==> config.mk <==
export PLATFORM = sky130hd
export DESIGN_NAME = avr_prefetch
export DESIGN_NICKNAME = d
export VERILOG_FILES = /design/src/rtl/avr_prefetch.sv
export SDC_FILE = /design/constraint.sdc
export NUM_CORES = 1
export LEC_CHECK = 0
export BUFFER_PORTS_ARGS = -buffer_cell sky130_fd_sc_hd__buf_2
export CORE_MARGIN = 10
export CORE_UTILIZATION = 39
export DETAILED_ROUTE_END_ITERATION = 10
export PLACE_DENSITY = 0.6
export SYNTH_ARGS = -nofsm -noshare
export SYNTH_HDL_FRONTEND = slang
export SYNTH_SLANG_ARGS = --single-unit
==> constraint.sdc <==
create_clock -name CLK -period 6.55 [get_ports CLK]
set_clock_uncertainty 0.2 [all_clocks]
set_input_delay 0.3275 -clock CLK [delete_from_list [all_inputs] [get_ports CLK]]
set_output_delay 0.3275 -clock CLK [all_outputs]
set_load 0.01 [all_outputs]
==> src/rtl/avr_prefetch.sv <==
// AVR program-word prefetch queue: fetch FSM, two-word opcode decode,
// advance/skip/jump PC control with flush and in-flight drop.
module avr_prefetch #(
    parameter int PC_W      = 16,
    parameter int DEPTH     = 4,
    parameter int RESET_VEC = 0
) (
    input  logic            CLK,
    input  logic            RST,
    input  logic [2:0]      pc_src,
    input  logic [PC_W-1:0] jmp,
    output logic            prog_req,
    output logic [PC_W-1:0] prog_addr,
    input  logic            prog_ack,
    input  logic [15:0]     prog_data,
    output logic [15:0]     cur_instr,
    output logic [15:0]     cur_instr2,
    output logic            instr_len,
    output logic            instr_valid,
    output logic [PC_W-1:0] pc
);
    localparam int AW = $clog2(DEPTH);
    localparam int CW = AW + 1;
    localparam logic [PC_W-1:0] RV      = PC_W'(RESET_VEC);
    localparam logic [CW-1:0]   CNT_MAX = CW'(DEPTH);

    typedef enum logic [1:0] {S_IDLE, S_REQ, S_DROP} state_t;

    state_t          r_st;
    logic            r_req;
    logic [15:0]     r_q [DEPTH];
    logic [AW-1:0]   r_head;
    logic [CW-1:0]   r_cnt;
    logic [PC_W-1:0] r_pc;
    logic [PC_W-1:0] r_fpc;
    logic [PC_W-1:0] r_addr;
    logic            r_skip;

    logic [15:0]     w_head;
    logic            w_two;
    logic            w_cmpl;
    logic            w_jump;
    logic            w_step;
    logic            w_pop;
    logic            w_push;
    logic            w_issue;
    logic [CW-1:0]   w_need;
    logic [CW-1:0]   w_cnt_nxt;
    logic [AW-1:0]   w_tail;
    logic [PC_W-1:0] w_tgt;
    logic [PC_W-1:0] w_fpc_nxt;

    // An empty queue presents a zero head word, which decodes as one-word.
    assign w_head = (r_cnt != '0) ? r_q[r_head] : 16'h0000;
    assign w_two  = ((w_head & 16'hFE0C) == 16'h940C) ||
                    ((w_head & 16'hFC0F) == 16'h9000);
    assign w_need = w_two ? CW'(2) : CW'(1);
    assign w_cmpl = (r_cnt >= w_need);

    assign w_jump = (pc_src == 3'b100) || (pc_src == 3'b101);
    assign w_tgt  = pc_src[0] ? (r_pc + PC_W'(1) + jmp) : jmp;
    assign w_step = ((pc_src == 3'b010) || (pc_src == 3'b011)) &&
                    w_cmpl && !r_skip;
    assign w_pop  = !w_jump && (w_step || (r_skip && w_cmpl));
    assign w_push = prog_ack && (r_st == S_REQ) && !w_jump;
    assign w_tail = r_head + r_cnt[AW-1:0];

    assign w_cnt_nxt = w_jump ? '0 :
                       (r_cnt + CW'(w_push) - (w_pop ? w_need : '0));
    assign w_fpc_nxt = w_jump ? w_tgt :
                       (w_push ? (r_fpc + PC_W'(1)) : r_fpc);
    assign w_issue   = (w_cnt_nxt < CNT_MAX);

    always_ff @(posedge CLK) begin
        if (w_push) begin
            r_q[w_tail] <= prog_data;
        end
    end

    always_ff @(posedge CLK or posedge RST) begin
        if (RST) begin
            r_pc   <= RV;
            r_fpc  <= RV;
            r_head <= '0;
            r_cnt  <= '0;
            r_skip <= 1'b0;
        end else begin
            r_fpc <= w_fpc_nxt;
            r_cnt <= w_cnt_nxt;
            if (w_jump) begin
                r_pc   <= w_tgt;
                r_head <= '0;
                r_skip <= 1'b0;
            end else if (w_pop) begin
                r_pc   <= r_pc + PC_W'(w_need);
                r_head <= r_head + w_need[AW-1:0];
                r_skip <= w_step && (pc_src == 3'b011);
            end
        end
    end

    always_ff @(posedge CLK or posedge RST) begin
        if (RST) begin
            r_st   <= S_IDLE;
            r_req  <= 1'b0;
            r_addr <= RV;
        end else begin
            unique case (r_st)
                S_IDLE: begin
                    if (w_issue) begin
                        r_st   <= S_REQ;
                        r_req  <= 1'b1;
                        r_addr <= w_fpc_nxt;
                    end
                end
                S_REQ: begin
                    if (prog_ack) begin
                        if (w_issue) begin
                            r_addr <= w_fpc_nxt;
                        end else begin
                            r_st  <= S_IDLE;
                            r_req <= 1'b0;
                        end
                    end else if (w_jump) begin
                        r_st <= S_DROP;
                    end
                end
                S_DROP: begin
                    if (prog_ack) begin
                        r_st  <= S_IDLE;
                        r_req <= 1'b0;
                    end
                end
                default: begin
                    r_st  <= S_IDLE;
                    r_req <= 1'b0;
                end
            endcase
        end
    end

    assign prog_req    = r_req;
    assign prog_addr   = r_addr;
    assign cur_instr   = w_head;
    assign cur_instr2  = (w_two && (r_cnt >= CW'(2))) ?
                         r_q[r_head + AW'(1)] : 16'h0000;
    assign instr_len   = w_two;
    assign instr_valid = w_cmpl && !r_skip;
    assign pc          = r_pc;

endmodule

# Word-level counts from Yosys, hierarchy flattened
# Memories as Yosys holds them, arrays and structs flattened.
# Cells that the tools add are included.
[word_totals]
mem_bits_rw = 64
n_memories = 1
register_bits = 57
input_bits = 38
[classes]
n_mux = 30
eq_ne = 14
addsub = 9
reduce_logical = 22
magnitude_cmp = 3
[mem_list]
columns = ["memory", "words", "width", "read_ports", "rd_ports_with_merged_regs", "wr", "line_no", "text"]
rows = [
  ["r_q", 4, 16, 2, 0, 1, "31", "logic [15:0] r_q [DEPTH];"],
]
[ops]
columns = ["cell", "n"]
rows = [
  ["16-bit 2-to-1 mux", 9],
  ["16-bit by 1-bit adder with 16-bit output, second input constant", 2],
  ["16-bit case mux with 2 select lines", 1],
  ["2-bit 2-to-1 mux", 9],
  ["16-bit adder", 1],
  ["16-bit by 2-bit adder with 16-bit output", 1],
  ["10-bit equality test, second input constant", 1],
  ["9-bit equality test, second input constant", 1],
  ["1-bit logical AND", 9],
  ["1-bit 2-to-1 mux", 8],
  ["2-bit != test, second input constant", 4],
  ["4-bit AND reduction", 2],
  ["3-bit by 2-bit equality test with 1-bit output, second input constant", 2],
  ["3-bit equality test, second input constant", 2],
  ["3-bit != test, second input constant", 2],
  ["2-bit case mux with 3 select lines", 1],
  ["2-bit adder", 2],
  ["1-bit logical OR", 4],
  ["2-bit nonzero test", 2],
  ["3-bit by 1-bit adder with 3-bit output", 1],
  ["3-bit by 2-bit greater-or-equal comparator with 1-bit output", 1],
  ["3-bit by 2-bit greater-or-equal comparator with 1-bit output, second input constant", 1],
  ["3-bit < comparator, second input constant", 1],
  ["3-bit 2-to-1 mux", 1],
  ["other kinds (9)", 10],
]

# Longest topological paths before layout
[logic_depth]
word_depth = 17
mapped_depth = 26
mapped_depth_nobuf = 23

# Least setup slack after synthesis
# OpenSTA, ideal clock, no wires.
[synth_path]
path_type = "flip-flop to flip-flop"
from = "register r_head[0]"
to = "register r_addr[15] (netlist: prog_addr[15])"
slack_ns = 0.748
n_path_buf = 3
stages_incl_launch_ff = 25
t_required_ns = 6.225
arrival_time_ns = 5.478
setup_time_ns = 0.125
cell_sequence = "dfrtp_1 > buf_6 > buf_6 > mux4_2 > nor4b_2 > nand2_1 > a21oi_4 > inv_1 > ha_1 > nand2b_1 > a211oi_1 > o21ba_2 > nand2_1 > nor2_1 > ha_1 > inv_1 > ha_1 > inv_1 > fa_1 > xor2_1 > xnor2_1 > nor2_1 > nor3_1 > buf_2 > mux2_2"
[synth_via]
elab_chain_len = 17
elab_cells_between_ends = 19
classes_between = "1 x add/sub; 2 x order compare; 2 x eq/ne; 7 x mux; 6 x reduce/logical; 1 x memory"
[synth_rtl]
columns = ["item", "line_no", "text"]
rows = [
  ["start, declared", "32", "logic [AW-1:0] r_head;"],
  ["start signal, assigned", "96", "r_head <= r_head + w_need[AW-1:0];"],
  ["memory read 4 x 16 bit (*)", "--", ""],
  ["16-bit 2-to-1 mux (*)", "54", "assign w_head = (r_cnt != '0) ? r_q[r_head] : 16'h0000;"],
  ["10-bit equality test / 9-bit equality test (equally long branches)", "56, 55", ""],
  ["1-bit logical OR (*)", "55", "assign w_two = ((w_head & 16'hFE0C) == 16'h940C) ||"],
  ["via instr_len", "18", "output logic instr_len,"],
  ["2-bit 2-to-1 mux (*)", "57", "assign w_need = w_two ? CW'(2) : CW'(1);"],
  ["3-bit by 2-bit greater-or-equal comparator with 1-bit output", "58", "assign w_cmpl = (r_cnt >= w_need);"],
  ["1-bit logical AND", "62", "assign w_step = ((pc_src == 3'b010) || (pc_src == 3'b011)) &&"],
  ["(+3 left out)", "--", ""],
  ["2-bit 2-to-1 mux (*)", "69", "(r_cnt + CW'(w_push) - (w_pop ? w_need : '0));"],
  ["3-bit by 2-bit subtractor with 3-bit output (*)", "69", ""],
  ["3-bit 2-to-1 mux (*)", "68", "assign w_cnt_nxt = w_jump ? '0 :"],
  ["via w_cnt_nxt[2]", "48", "logic [CW-1:0] w_cnt_nxt;"],
  ["3-bit < comparator (*)", "72", "assign w_issue = (w_cnt_nxt < CNT_MAX);"],
  ["16-bit 2-to-1 mux (*)", "--", ""],
  ["16-bit 2-to-1 mux", "--", ""],
  ["16-bit case mux with 2 select lines (*)", "--", ""],
  ["end signal, assigned", "113", "r_addr <= w_fpc_nxt;"],
  ["end signal, assigned", "119", "r_addr <= w_fpc_nxt;"],
  ["end, declared", "36", "logic [PC_W-1:0] r_addr;"],
]
# Mark *: on every way through the listed nets, which the timed path passes. The rest lies on a longest branch. The select of a mux whose other input is x is not followed.
# A chain may end at the register's enable or synchronous reset.

# Worst setup path after layout
[layout_path]
from = "register r_head[0]"
to = "register r_addr[13] (netlist: prog_addr[13])"
[layout_via]
elab_chain_len = 17
elab_cells_between_ends = 19
classes_between = "1 x add/sub; 2 x order compare; 2 x eq/ne; 7 x mux; 6 x reduce/logical; 1 x memory"
[layout_rtl]
columns = ["item", "line_no", "text"]
rows = [
  ["memory read 4 x 16 bit (*)", "--", ""],
  ["16-bit 2-to-1 mux (*)", "54", ""],
  ["10-bit equality test / 9-bit equality test (equally long branches)", "56, 55", ""],
  ["1-bit logical OR (*)", "55", ""],
  ["2-bit 2-to-1 mux (*)", "57", ""],
  ["3-bit by 2-bit greater-or-equal comparator with 1-bit output", "58", ""],
  ["1-bit logical AND", "62", ""],
  ["1-bit logical AND", "63", "w_cmpl && !r_skip;"],
  ["(+2 left out)", "--", ""],
  ["2-bit 2-to-1 mux (*)", "69", ""],
  ["3-bit by 2-bit subtractor with 3-bit output (*)", "69", ""],
  ["3-bit 2-to-1 mux (*)", "68", ""],
  ["via w_cnt_nxt[2]", "48", ""],
  ["3-bit < comparator (*)", "72", ""],
  ["16-bit 2-to-1 mux (*)", "--", ""],
  ["16-bit 2-to-1 mux", "--", ""],
  ["16-bit case mux with 2 select lines (*)", "--", ""],
]
# Marked as above.

==> impl_results.md <==
* Status: complete, no violations
* Main area contributors after synthesis: edfxtp_1 (28%), dfrtp_1 (20%), mux4_2 (9.0%)
* CTS max path bufs at 2
* Setup TNS at 0 ns
* I/O Buffers at 104
* Synth async-reset ratio at 47.1%
* Sw Ratio at 37.9%
* Cell variety after synth at 62
* Antenna-violating nets left at 0
* Kind of end point of the critical path: register
* Post-DR vias/cell at 5.48
* Sw power at 1.50 mW
* Worst min-delay path category: in -> reg
* Clock H-tree levels at 4
* Hold-fix buffers at CTS at 19
* Most numerous cell in the Yosys netlist: edfxtp_1
* Vias in the first global route at 5,545
* P_leak at 3.43 nW
* GRT Util Overall at 16.0%
* #FFs+latches synth at 121
* Antenna diode count at 0
* DRC at 0
* DP Cell Count at 917
* Post-CTS Resized at 0
* Fmax at 0.177 GHz
* Logic pwr share at 43.9%
* Clock sinks at 121
* Total CTS buffers at 17
* RSZ-0062 raised after global routing: false
* Fin util at 49.1%
* Yosys top cell area share at 27.5%
* Drt wl/cell at 19.2 um
* First-pass GRT wire length at 30.4 mm
* Grt total ovfl at 0
* Mapped cell area at 0.00698 mm2
* Final Cycle Share at 86.4%
* EDFF count, synth at 64
* Core area at 0.0174 mm2
* HPWL after DPL at 13.8 mm
* Crit path capture: prog_addr[13]
* Clock Latency Late Sink at 0.42 ns
* CTS tree: yes
* Area growth from synthesis to layout at 22.4%
* Die Area at 0.0236 mm2
* Final Hold Vio Count at 0
* Critical Path Source: r_head[0]
* VDD IR max at 259 uV
* Syn Nets at 673
* Worst-path fanout max at 13
* Iteration count of the initial detailed-routing pass at 6
* Gp weighted congestion at 0.942
* Register area share after synthesis at 48.0%
* Clock root buffer: clkbuf_16
* Largest net degree at the start of global routing at 58
* Relative slew slack at 36.1%
* MaxCap Viol Count at 0
* Final setup viols at 0
* Setup Buffers After CTS at 0
* Antenna violations before repair at 0
* Top_reg_cell synth: edfxtp_1
* Die height at 154 um
* Synth cell count leaders: edfxtp_1 (64), dfrtp_1 (57), nand2_1 (47), a21oi_1 (40), nor2_1 (39)
* Initial Util at 40.1%
* Routed vias at 5,308
* Mean Syn Cell Area at 11.5 um2
* Drt initial violations at 408
* Final wirelength at 18.6 mm
* Tot Pwr at 3.95 mW
* Worst Reg2Reg Path Length in Cells at 24
* Pwr dens at 462 mW/mm2
* Ys Warns at 0
* Post-Layout Cell Count at 968
* Layout cells sized above 1 at 27.3%
* Final net count at 796
* R2R Path Start: r_head[0]
* Crit path arrival time at 5.76 ns
* Final worst path period need at 5.66 ns
* Reg2reg end: prog_addr[13]
* Internal at 2.46 mW
* Seq pwr share at 32.2%
* Clk network pwr share at 23.9%
* Worst R2R Setup Slack at 0.89 ns
* FP Rows at 48
* Hold_ws at 0.0303 ns
* Synth Instances at 607
* CP startpoint kind: register
* WP data required at 6.65 ns
* Pins Over Slew Limit at 0
* I/O pin total at 105
* Reg clk slew, reported paths at 0.05 ns
* Die Wd at 154 um
* Setup Crit Path Kind: reg -> reg
* Worst Tran Pin Value at 0.955 ns
* Most area-hungry cell type in the Yosys netlist: edfxtp_1
-- logic make-up after synthesis --
group / after synthesis / share of synthesized area, %
xor+xnor: 42 / 5.38
simple gates: 194 / 14.3
mux: 49 / 12.3
flops: 121 / 48.0
fa+ha+maj: 28 / 5.34
buf+inv: 52 / 3.23
compound gates: 121 / 11.5
-- power by group through the flow --
stage / logic, mW / registers, mW / clock network, mW
after global routing: 1.94 / 1.31 / 1.00
after CTS: 1.76 / 1.27 / 0.958
after global placement: 1.70 / 1.28 / 0
final: 1.74 / 1.27 / 0.943
after floorplan: 1.23 / 1.23 / 0
after detailed placement: 1.75 / 1.28 / 0
-- final cells by class --
| class | count | area [um2] |
|---|---|---|
| Sequential cell | 121 | 3350 |
| Inverter | 20 | 75.1 |
| Tap cell | 225 | 282 |
| Timing Repair Buffer | 136 | 808 |
| Clock inverter | 10 | 143 |
| Multi-Input combinational cell | 434 | 3430 |
| Clock buffer | 22 | 454 |
| Fill cell | 1613 | 8870 |
-- critical path: stages (launching register included) --
cell	delay [ns]
dfrtp_2	0.57
buf_4	0.29
mux4_2	0.55
nor2_1	0.13
nand4b_1	0.16
a21oi_4	0.20
inv_1	0.11
ha_1	0.28
nand2b_1	0.14
a211oi_1	0.23
buf_4	0.17
o21ba_2	0.25
nand2_1	0.13
nor2_1	0.06
ha_1	0.28
inv_1	0.05
ha_1	0.12
inv_1	0.04
fa_1	0.37
xor2_1	0.16
xnor2_1	0.12
nor2_1	0.29
or3_1	0.36
a21oi_1	0.07
a22o_1	0.21
-- cell usage in the layout (no fill, tap or decap), types with 3 or more instances in the layout --
cell and instances:
buf_2 104, edfxtp_1 64, dfrtp_1 55, nand2_1 47, a21oi_1 40, nor2_1 39
nor2b_1 36, mux4_2 28, ha_1 25, xnor2_1 21, xor2_1 20, inv_1 19
dlygate4sd3_1 19, clkbuf_16 17, o21ai_0 16, nand4_1 16, nand3_1 14, buf_4 13
mux2_2 12, a21o_1 11, and3_1 9, mux2i_1 9, a211oi_1 7, nor3_1 7
a31oi_1 6, a21boi_0 5, or3_1 5, a22oi_1 4, clkinvlp_4 4, clkbuf_1 4
nand2b_1 3, o21bai_1 3, or2_2 3, o31ai_1 3, o22ai_1 3, nor3_2 3
nand4b_1 3, fa_1 3, bufinv_16 3
-- per-layer routing --
layer  GRT usage [%]  share of wire (%)
met1            18.8                 41
met3            4.63                6.9
met4            4.54                1.5
met2            27.7                 51
met5               0                  0
-- stage by stage --
stage                     area, um2  worst slack (ns)
final                          8550             0.888
after global routing           8550             0.338
after CTS                      8550             0.838
after detailed placement       7760             0.846
after global placement         7760             0.991
after floorplan                6980             0.748
-- flip-flops by register name, indices dropped and copies added, names as in the netlist --
name	flops
r_head	2
prog_addr	16
prog_req	1
r_st	2
r_fpc	16
pc	16
r_q	64
r_skip	1
r_cnt	3
-- how the worst min path moves through the flow --
stage                         endpoint  depth (start not counted)  slack (ns)          from
after global routing            r_skip                          3        0.04     pc_src[1]
after CTS                       r_skip                          3        0.02     pc_src[1]
final                           r_skip                          3        0.03     pc_src[1]
after detailed placement  prog_addr[2]                          2        0.26  prog_addr[2]
after floorplan                r_st[1]                          1        0.19      prog_ack
after global placement    prog_addr[1]                          2        0.27  prog_addr[1]
(Power assumes the default switching activity.)
